### src/rtl/lane_ser_pkg.sv
// rtl/lane_ser_pkg.sv - shared types and helpers for the lane serializer family
// Purpose: FSM state type, counter width helper, config saturation and the
// parity bit count selected by LANE_SERIALIZER_PARITY_EN.
package lane_ser_pkg;

    typedef enum logic [1:0] {
        IDLE = 2'd0,
        TX   = 2'd1,
        DONE = 2'd2
    } state_t;

    // Extra bit periods appended to every word (the parity bit).
`ifdef LANE_SERIALIZER_PARITY_EN
    localparam int PARITY_BITS = 1;
`else
    localparam int PARITY_BITS = 0;
`endif

    // Bits needed to index n items; never below 1 so degenerate sizes still elaborate.
    function automatic int cnt_w(input int n);
        return (n > 1) ? $clog2(n) : 1;
    endfunction

    // Clamp a requested minus-one config value to the largest one the buffer holds.
    function automatic int unsigned sat_cfg(input int unsigned v, input int unsigned max_v);
        return (v > max_v) ? max_v : v;
    endfunction

endpackage

### src/rtl/ser_bit_timer.sv
// rtl/ser_bit_timer.sv - bit-period timer shared by serializer and deserializer
// Purpose: divides clk into bit periods of clk_div+1 cycles while run is high.
// Ports: clk, rst (sync, active-high), run (timer enabled), clear (restart the
// period), clk_div (period minus 1), bit_strobe (first cycle of a period),
// period_end (last cycle of a period).
module ser_bit_timer #(
    parameter int DIV_WIDTH = 8
) (
    input  logic                 clk,
    input  logic                 rst,
    input  logic                 run,
    input  logic                 clear,
    input  logic [DIV_WIDTH-1:0] clk_div,
    output logic                 bit_strobe,
    output logic                 period_end
);

    logic [DIV_WIDTH-1:0] div_cnt;

    // The counter rests at 0 whenever the timer is stopped, so the first cycle
    // after run rises is always a strobe cycle.
    always_ff @(posedge clk) begin
        if (rst || clear || !run) begin
            div_cnt <= '0;
        end else if (period_end) begin
            div_cnt <= '0;
        end else begin
            div_cnt <= div_cnt + DIV_WIDTH'(1);
        end
    end

    assign bit_strobe = run && (div_cnt == '0);
    assign period_end = run && (div_cnt == clk_div);

endmodule

### src/rtl/lane_serializer.sv
// rtl/lane_serializer.sv - multi-lane frame parallel-to-serial converter
// Purpose: accepts one LANES x DATA_DEPTH word frame and shifts each lane out
// on its own serial line with a shared bit strobe. Optional per-word parity bit
// with LANE_SERIALIZER_PARITY_EN (adds input parity_odd).
// Ports: clk, rst (sync, active-high); in_valid/in_ready frame handshake;
// par_in frame data; width_m1, depth_m1, clk_div, msb_first config captured at
// accept; abort ends the frame; serial_out per-lane data, serial_en,
// bit_strobe, done pulse, busy.
module lane_serializer
    import lane_ser_pkg::*;
#(
    parameter int DATA_WIDTH = 32,
    parameter int DATA_DEPTH = 4,
    parameter int LANES      = 2,
    parameter int DIV_WIDTH  = 8
) (
    input  logic                                            clk,
    input  logic                                            rst,
    input  logic                                            in_valid,
    output logic                                            in_ready,
    input  logic [LANES-1:0][DATA_DEPTH-1:0][DATA_WIDTH-1:0] par_in,
    input  logic [cnt_w(DATA_WIDTH)-1:0]                    width_m1,
    input  logic [cnt_w(DATA_DEPTH)-1:0]                    depth_m1,
    input  logic [DIV_WIDTH-1:0]                            clk_div,
    input  logic                                            msb_first,
`ifdef LANE_SERIALIZER_PARITY_EN
    input  logic                                            parity_odd,
`endif
    input  logic                                            abort,
    output logic [LANES-1:0]                                serial_out,
    output logic                                            serial_en,
    output logic                                            bit_strobe,
    output logic                                            done,
    output logic                                            busy
);

    localparam int WW = cnt_w(DATA_WIDTH);
    localparam int DW = cnt_w(DATA_DEPTH);
    // One extra bit so the counter can also reach the parity position.
    localparam int BW = WW + 1;

    state_t state, state_n;

    logic [LANES-1:0][DATA_DEPTH-1:0][DATA_WIDTH-1:0] data_r;
    logic [WW-1:0]        width_r;
    logic [DW-1:0]        depth_r;
    logic [DIV_WIDTH-1:0] div_r;
    logic                 msb_r;
`ifdef LANE_SERIALIZER_PARITY_EN
    logic                 parity_odd_r;
`endif

    logic [BW-1:0] bit_cnt;
    logic [BW-1:0] bit_last;
    logic [DW-1:0] word_cnt;
    logic          tx;
    logic          accept;
    logic          period_end;
    logic          word_end;
    logic          last_period;

    assign tx          = (state == TX);
    assign in_ready    = (state == IDLE);
    assign accept      = in_valid && in_ready;
    assign bit_last    = BW'(width_r) + BW'(PARITY_BITS);
    assign word_end    = (bit_cnt == bit_last);
    assign last_period = period_end && word_end && (word_cnt == depth_r);

    ser_bit_timer #(
        .DIV_WIDTH (DIV_WIDTH)
    ) u_timer (
        .clk        (clk),
        .rst        (rst),
        .run        (tx),
        .clear      (abort),
        .clk_div    (div_r),
        .bit_strobe (bit_strobe),
        .period_end (period_end)
    );

    always_ff @(posedge clk) begin
        if (rst) begin
            state <= IDLE;
        end else begin
            state <= state_n;
        end
    end

    always_comb begin
        state_n = state;
        case (state)
            IDLE:    if (accept) state_n = TX;
            TX: begin
                if (abort) begin
                    state_n = IDLE;
                end else if (last_period) begin
                    state_n = DONE;
                end
            end
            DONE:    state_n = IDLE;
            default: state_n = IDLE;
        endcase
    end

    // Frame and config capture; nothing here moves outside the accept edge.
    always_ff @(posedge clk) begin
        if (rst) begin
            data_r       <= '0;
            width_r      <= '0;
            depth_r      <= '0;
            div_r        <= '0;
            msb_r        <= 1'b0;
`ifdef LANE_SERIALIZER_PARITY_EN
            parity_odd_r <= 1'b0;
`endif
        end else if (accept) begin
            data_r       <= par_in;
            width_r      <= WW'(sat_cfg(32'(width_m1), DATA_WIDTH - 1));
            depth_r      <= DW'(sat_cfg(32'(depth_m1), DATA_DEPTH - 1));
            div_r        <= clk_div;
            msb_r        <= msb_first;
`ifdef LANE_SERIALIZER_PARITY_EN
            parity_odd_r <= parity_odd;
`endif
        end
    end

    // Bit and word position, advanced at the end of each bit period.
    always_ff @(posedge clk) begin
        if (rst || !tx || abort) begin
            bit_cnt  <= '0;
            word_cnt <= '0;
        end else if (period_end) begin
            if (word_end) begin
                bit_cnt  <= '0;
                word_cnt <= (word_cnt == depth_r) ? '0 : word_cnt + DW'(1);
            end else begin
                bit_cnt  <= bit_cnt + BW'(1);
            end
        end
    end

    for (genvar l = 0; l < LANES; l++) begin : g_lane
        logic [DATA_WIDTH-1:0] word;
        logic [WW-1:0]         idx;
        logic                  data_bit;

        assign word     = data_r[l][word_cnt];
        assign idx      = msb_r ? (width_r - bit_cnt[WW-1:0]) : bit_cnt[WW-1:0];
        assign data_bit = word[idx];

`ifdef LANE_SERIALIZER_PARITY_EN
        logic [DATA_WIDTH-1:0] mask;
        logic                  par_bit;

        // Keep only the bits actually sent for this word.
        assign mask    = {DATA_WIDTH{1'b1}} >> (DATA_WIDTH - 1 - int'(width_r));
        assign par_bit = (^(word & mask)) ^ parity_odd_r;
        assign serial_out[l] = tx && ((bit_cnt > BW'(width_r)) ? par_bit : data_bit);
`else
        assign serial_out[l] = tx && data_bit;
`endif
    end

    assign serial_en = tx;
    assign done      = (state == DONE);
    assign busy      = (state != IDLE);

endmodule

### config.mk
export PLATFORM = sky130hd
export DESIGN_NAME = lane_serializer
export DESIGN_NICKNAME = d
export VERILOG_FILES = /design/src/rtl/lane_ser_pkg.sv /design/src/rtl/ser_bit_timer.sv /design/src/rtl/lane_serializer.sv
export SDC_FILE = /design/constraint.sdc
export NUM_CORES = 1
export LEC_CHECK = 0
export CAP_MARGIN = 10
export CORE_ASPECT_RATIO = 0.9
export CORE_MARGIN = 3
export CORE_UTILIZATION = 45
export CTS_BUF_LIST = sky130_fd_sc_hd__clkbuf_16
export DETAILED_ROUTE_END_ITERATION = 16
export PLACE_DENSITY = 0.78
export SETUP_SLACK_MARGIN = 0.3
export SYNTH_ARGS = -nofsm -noshare
export SYNTH_HDL_FRONTEND = slang
export SYNTH_HIERARCHICAL = 1
export SYNTH_SLANG_ARGS = --single-unit
### constraint.sdc
create_clock -name clk -period 3.1 [get_ports clk]
set_input_delay 0.93 -clock clk [delete_from_list [all_inputs] [get_ports clk]]
set_output_delay 0.93 -clock clk [all_outputs]
set_load 0.005 [all_outputs]
; After elaboration in Yosys (flattened, before gate mapping)
; Cells that the tools add are included.
[op_classes]
n_addsub = 4
magnitude_cmp = 2
n_eq_ne = 7
mux = 15
reduce_logical = 18
[ops]
columns = operator, n
row1 = $bmux 32 s2, 2
row2 = $mux 32, 2
row3 = $bmux 1 s5, 2
row4 = $add 8x1->8 const B, 1
row5 = $eq 8x8->1, 1
row6 = $logic_not 8->1, 1
row7 = $mux 2, 4
row8 = $logic_and 1x1->1, 7
row9 = $add 6x1->6 const B, 1
row10 = $eq 6x5->1, 1
row11 = $lt 5x6->1 const B, 1
row12 = $mux 6, 1
row13 = $mux 5, 1
row14 = $sub 5x5->5, 1
row15 = $logic_or 1x1->1, 4
row16 = $pmux 2 s2, 1
row17 = $reduce_and 2->1, 2
row18 = $lt 2x3->1 const B, 1
row19 = $ne 3x2->1 const B, 1
row20 = $add 2x1->2 const B, 1
row21 = $eq 2x1->1 const B, 1
row22 = $eq 2x2->1, 1
row23 = $eq 2x2->1 const B, 1
row24 = $logic_not 2->1, 1
row25 = other kinds (5), 6
[totals]
reg_bits = 290
output_inout_bits = 7

; Depth between registers and ports, before layout
[depth]
depth_word = 7
ltp_mapped = 11

; Cells and area by module
; Netlist, hierarchy kept.
[by_module_without_submodules]
columns = module, instances, cells_per_inst, area_per_inst_um2, seq_area_each_um2
row1 = lane_serializer, 1, 1434, 12130.4, 5645.4
row2 = ser_bit_timer, 1, 55, 520.5, 160.2

; Least setup slack after synthesis
; OpenSTA, ideal clock, no wires.
[synth_path]
path_kind = reg2out
from = reg bit_cnt[0]
to = out serial_out[1]
t_arrival_ns = 2.380
required_ns = 2.170
slack_ns = -0.210
stages_incl_launch_ff = 11
n_path_buf = 2
cell_sequence = dfxtp_1 ha_1 fa_1 and3b_1 or2_0 buf_2 buf_2 a22o_1 nor3_1 o22ai_1 and4_1
[synth_via]
elab_chain_len = 5
[synth_lines]
columns = element, line
row1 = start: declaration, lane_serializer.sv:53  ; logic [BW-1:0] bit_cnt;
row2 = start signal: assignment, lane_serializer.sv:138  ; bit_cnt <= bit_cnt + BW'(1);
row3 = $sub 5x5->5, lane_serializer.sv:149  ; assign idx = msb_r ? (width_r - bit_cnt[WW-1:0]) : bit_cnt[WW-1:0];
row4 = $mux 5 *, lane_serializer.sv:149
row5 = $bmux 1 s5 *, lane_serializer.sv:150  ; assign data_bit = word[idx];
row6 = $mux 1 (implied by the code) *, lane_serializer.sv:150
row7 = $logic_and 1x1->1 *, lane_serializer.sv:161  ; assign serial_out[l] = tx && data_bit;
row8 = end: declaration, lane_serializer.sv:30  ; output logic [LANES-1:0] serial_out,
; Mark *: on every way between the ends. The rest lies on a longest branch, timed or not. The select of a mux whose other input is x is not followed.

; Final worst setup path
[layout_path]
from = reg width_r[0]
to = out serial_out[1]
[layout_via]
elab_chain_len = 5
[layout_lines]
columns = element, line
row1 = start: declaration, lane_serializer.sv:45  ; logic [WW-1:0] width_r;
row2 = start signal: assignment, lane_serializer.sv:118  ; width_r <= WW'(sat_cfg(32'(width_m1), DATA_WIDTH - 1));
row3 = $sub 5x5->5, lane_serializer.sv:149
row4 = $mux 5, lane_serializer.sv:149
row5 = $bmux 1 s5, lane_serializer.sv:150
row6 = $mux 1 (implied by the code), lane_serializer.sv:150
row7 = $logic_and 1x1->1, lane_serializer.sv:161
; Every way passes these cells. The select of a mux whose other input is x is not followed.

==> metrics.txt <==
global route overflow 0; Slew Limit Headroom a little under half; combined area of the multi-input logic cells 6300 sq um; number of warnings printed during yosys synthesis 6; number of flops mapped to enable cells by yosys 0; fill cell instance count of the final layout 2,259; number of violations reported at the end of detailed-routing iteration 0 905; post-route core utilization a little over three fifths; shortest period the worst path allows approximately 4.0 ns; number of antenna-violating nets in the routed design 0; Data required, critical path roughly 2.2 ns; clock network latency to the later pin of the worst-skew pair 0.56 ns; number of vias in the routed layout 11,513; pins over their slew limit 0; Post-Synthesis Cell Area ~13,000 sq um; clock tree from TritonCTS done; max capacitance violation total 0; status complete, but fails checks; synthesis-to-layout area growth 35.7%; clock-pin slew of the registers on the worst-case setup and hold paths ~0.060 ns; nets@finish between 2,000 and 2,500; leading post-synthesis cells by instance count nand2_1 (557), dfxtp_1 (290), a21oi_1 (275), clkbuf_1 (81), mux4_2 (60); total half-perimeter wirelength after legalization and detailed placement about 27 mm; die outline width 183 microns; async set-reset flop share out of synthesis 0%; highest clock frequency the design can meet about 0.25 GHz; total routing usage reported by global routing 23.8%; first-pass GRT wire length 58.0 mm; Worst R2R End bit_cnt[5]; num ports roughly 280; sum of routed wire length over all layers 37.6 mm; final hold slack 0.453 ns; vias in the first global route about 11,000; Hold Path End data_r[150]; clock root cell clkbuf_16; initial core utilization 46.3%; maximum number of pins on one net before global-route repair roughly 130; layout cells sized above 1 between 10% and 20%; mean instance size in the synthesized netlist approximately 8.5 sq um; antenna violations before repair 0; transition time at the pin with the least slew margin around 0.79 ns; setup-violating endpoint count in the final report 2; violated checks setup timing; number of distinct library cells after synthesis 49; deepest clock path buffer count 3; Max VDD drop between 500 and 600 uV; Yosys top cell area share between 40 and 50%; most frequent cell after synthesis nand2_1; Die Footprint about 30,000 sq um; setup repair after global routing missed its margin yes; number of stages on the worst hold path 2; proportion of synthesized chip area in sequential cells a little under half; Hold Buf Count CTS 0; highest net fanout along the worst path 7; critical path startpoint category register; post-DR wirelength/cell roughly 18 microns; biggest area consumer among synthesized cells dfxtp_1; area of the placeable core ~27,000 sq um; final worst-path cycle share 128%; chip height around 170 microns; type of the most critical hold path reg -> reg; cells after synthesis 1,489; final antenna diode count 0; count of H-tree levels built during CTS 1; DRC viols 0; number of clock sinks seen by CTS 290; critical path type reg -> out; final number of hold-violating endpoints 0; most frequently used flop master after synthesis dfxtp_1; nets in the synthesized netlist roughly 1,800; power density over the cells between 500 and 600 nW/um^2; number of cells on the worst reg-to-reg path 9; number of iterations in the first detailed-routing pass 5; Site Rows 57; final weighted congestion of routability-driven global placement between 0.8 and 0.9; sequential cell area in the final layout just under 6000 sq um; CP endpoint kind output port; internal reg-to-reg setup slack just over 0.9 ns; Port Buffers 282; placement-stage worst setup slack -0.749 ns; worst clock skew on the final layout 0.0154 ns; total clock buffers created by CTS 29; smallest setup slack after layout -0.868 ns; Reg2Reg Launch Point u_timer/div_cnt[6]; top cells by area in the synthesized netlist dfxtp_1 (46%), nand2_1 (17%), a21oi_1 (11%); hold_sp data_r[150]; via-per-instance ratio about 5.4; leakage power summed over all cells ~6.4 nW; register bit count reported by yosys 290; data arrival time of the worst path around 3 ns
-- how the worst max path moves through the flow --
stage	from	to	slack, ns	depth (start not counted)
detailed placement	width_r[0]	serial_out[0]	-0.75	11
finish	width_r[0]	serial_out[1]	-0.87	11
global placement	width_r[0]	serial_out[0]	-0.73	11
global route	width_r[0]	serial_out[1]	-0.97	11
CTS	width_r[0]	serial_out[1]	-0.87	11
floorplan	bit_cnt[0]	serial_out[0]	-0.10	10
-- cell usage in the layout, fill, tap and decap left out, types with 4 or more instances in the layout --
master / synthesis / routed
nand2_1: 557 / 556
dfxtp_1: 290 / 282
clkdlybuf4s50_1: 0 / 278
a21oi_1: 275 / 274
mux4_2: 60 / 60
buf_4: 5 / 57
clkbuf_16: 0 / 29
buf_12: 1 / 17
inv_1: 12 / 16
o21ai_0: 14 / 14
xor2_1: 14 / 14
a22o_1: 14 / 14
nor2_1: 12 / 12
a22oi_1: 14 / 12
and3_1: 11 / 11
nor3_1: 11 / 8
clkinv_1: 0 / 8
o22ai_1: 7 / 7
nor3_2: 3 / 6
nand4_1: 6 / 6
xnor2_1: 6 / 6
nand3_1: 6 / 6
ha_1: 7 / 6
or3_1: 5 / 5
dfxtp_4: 0 / 5
buf_6: 11 / 5
nor2b_1: 4 / 4
mux4_1: 4 / 4
clkinv_2: 0 / 4
a211oi_1: 4 / 4
-- stage by stage --
step,area (sq um),TNS (ns),power (mW),cells
floorplan,12700,-0.198,4.73,1489
global placement,16100,-1.41,5.34,2081
detailed placement,16100,-1.46,5.36,2081
CTS,17100,-1.73,8.78,2136
global route,17200,-1.88,9.04,2138
finish,17200,-1.72,8.72,2138
-- area by class of cell --
cell class	instances	share of cell area [%]
clock buffer	29	4.23
clock inverter	25	1.13
inverter	12	0.262
multi-input combinational	1068	36.7
sequential	290	34.0
tap	354	2.58
timing repair buffer	360	21.2
-- power breakdown --
group	internal [mW]	switching [mW]
combinational	0.640	0.594
clock	1.95	1.48
sequential	3.95	0.117
total	6.53	2.19
-- registers in the layout (all words and copies together) (netlist names) --
signal           cells
msb_r                1
u_timer/div_cnt      8
data_r             256
depth_r              2
width_r              5
state                2
div_r                8
bit_cnt              6
word_cnt             2
-- what timing repair did --
item                                    CTS  global route
pin swaps                                 4             4
resized for setup                        25            16
gates cloned                              1             0
endpoints found under the setup margin    3             3
buffers inserted                          0             2
-- worst max-delay path, cell delays in order (launching register included) --
cell and delay [ns]:
dfxtp_2 0.33, inv_2 0.04, ha_4 0.15, fa_2 0.58
and3b_1 0.21, or2_4 0.24, buf_6 0.14, a22o_1 0.23
nor3_2 0.12, o22ai_1 0.08, and4_1 0.21, buf_2 0.14
-- logic make-up after synthesis --
group                    share of synthesized area [%]
AO/OA/AOI/OAI                                     14.7
buffers and inverters                             5.00
adder cells (fa/ha/maj)                          0.851
multiplexers                                      11.7
XOR/XNOR                                          1.38
AND/OR/NAND/NOR                                   20.5
flip-flops                                        45.9
-- layer usage --
layer	GRT usage (%)	routed length, microns	vias up
li1	-	-	5614
met1	32.0	15800	5447
met2	40.0	18100	376
met3	3.79	2530	76
met4	7.10	1200	0
met5	0	0	-
Note: power is estimated with default switching activity, not from simulation.
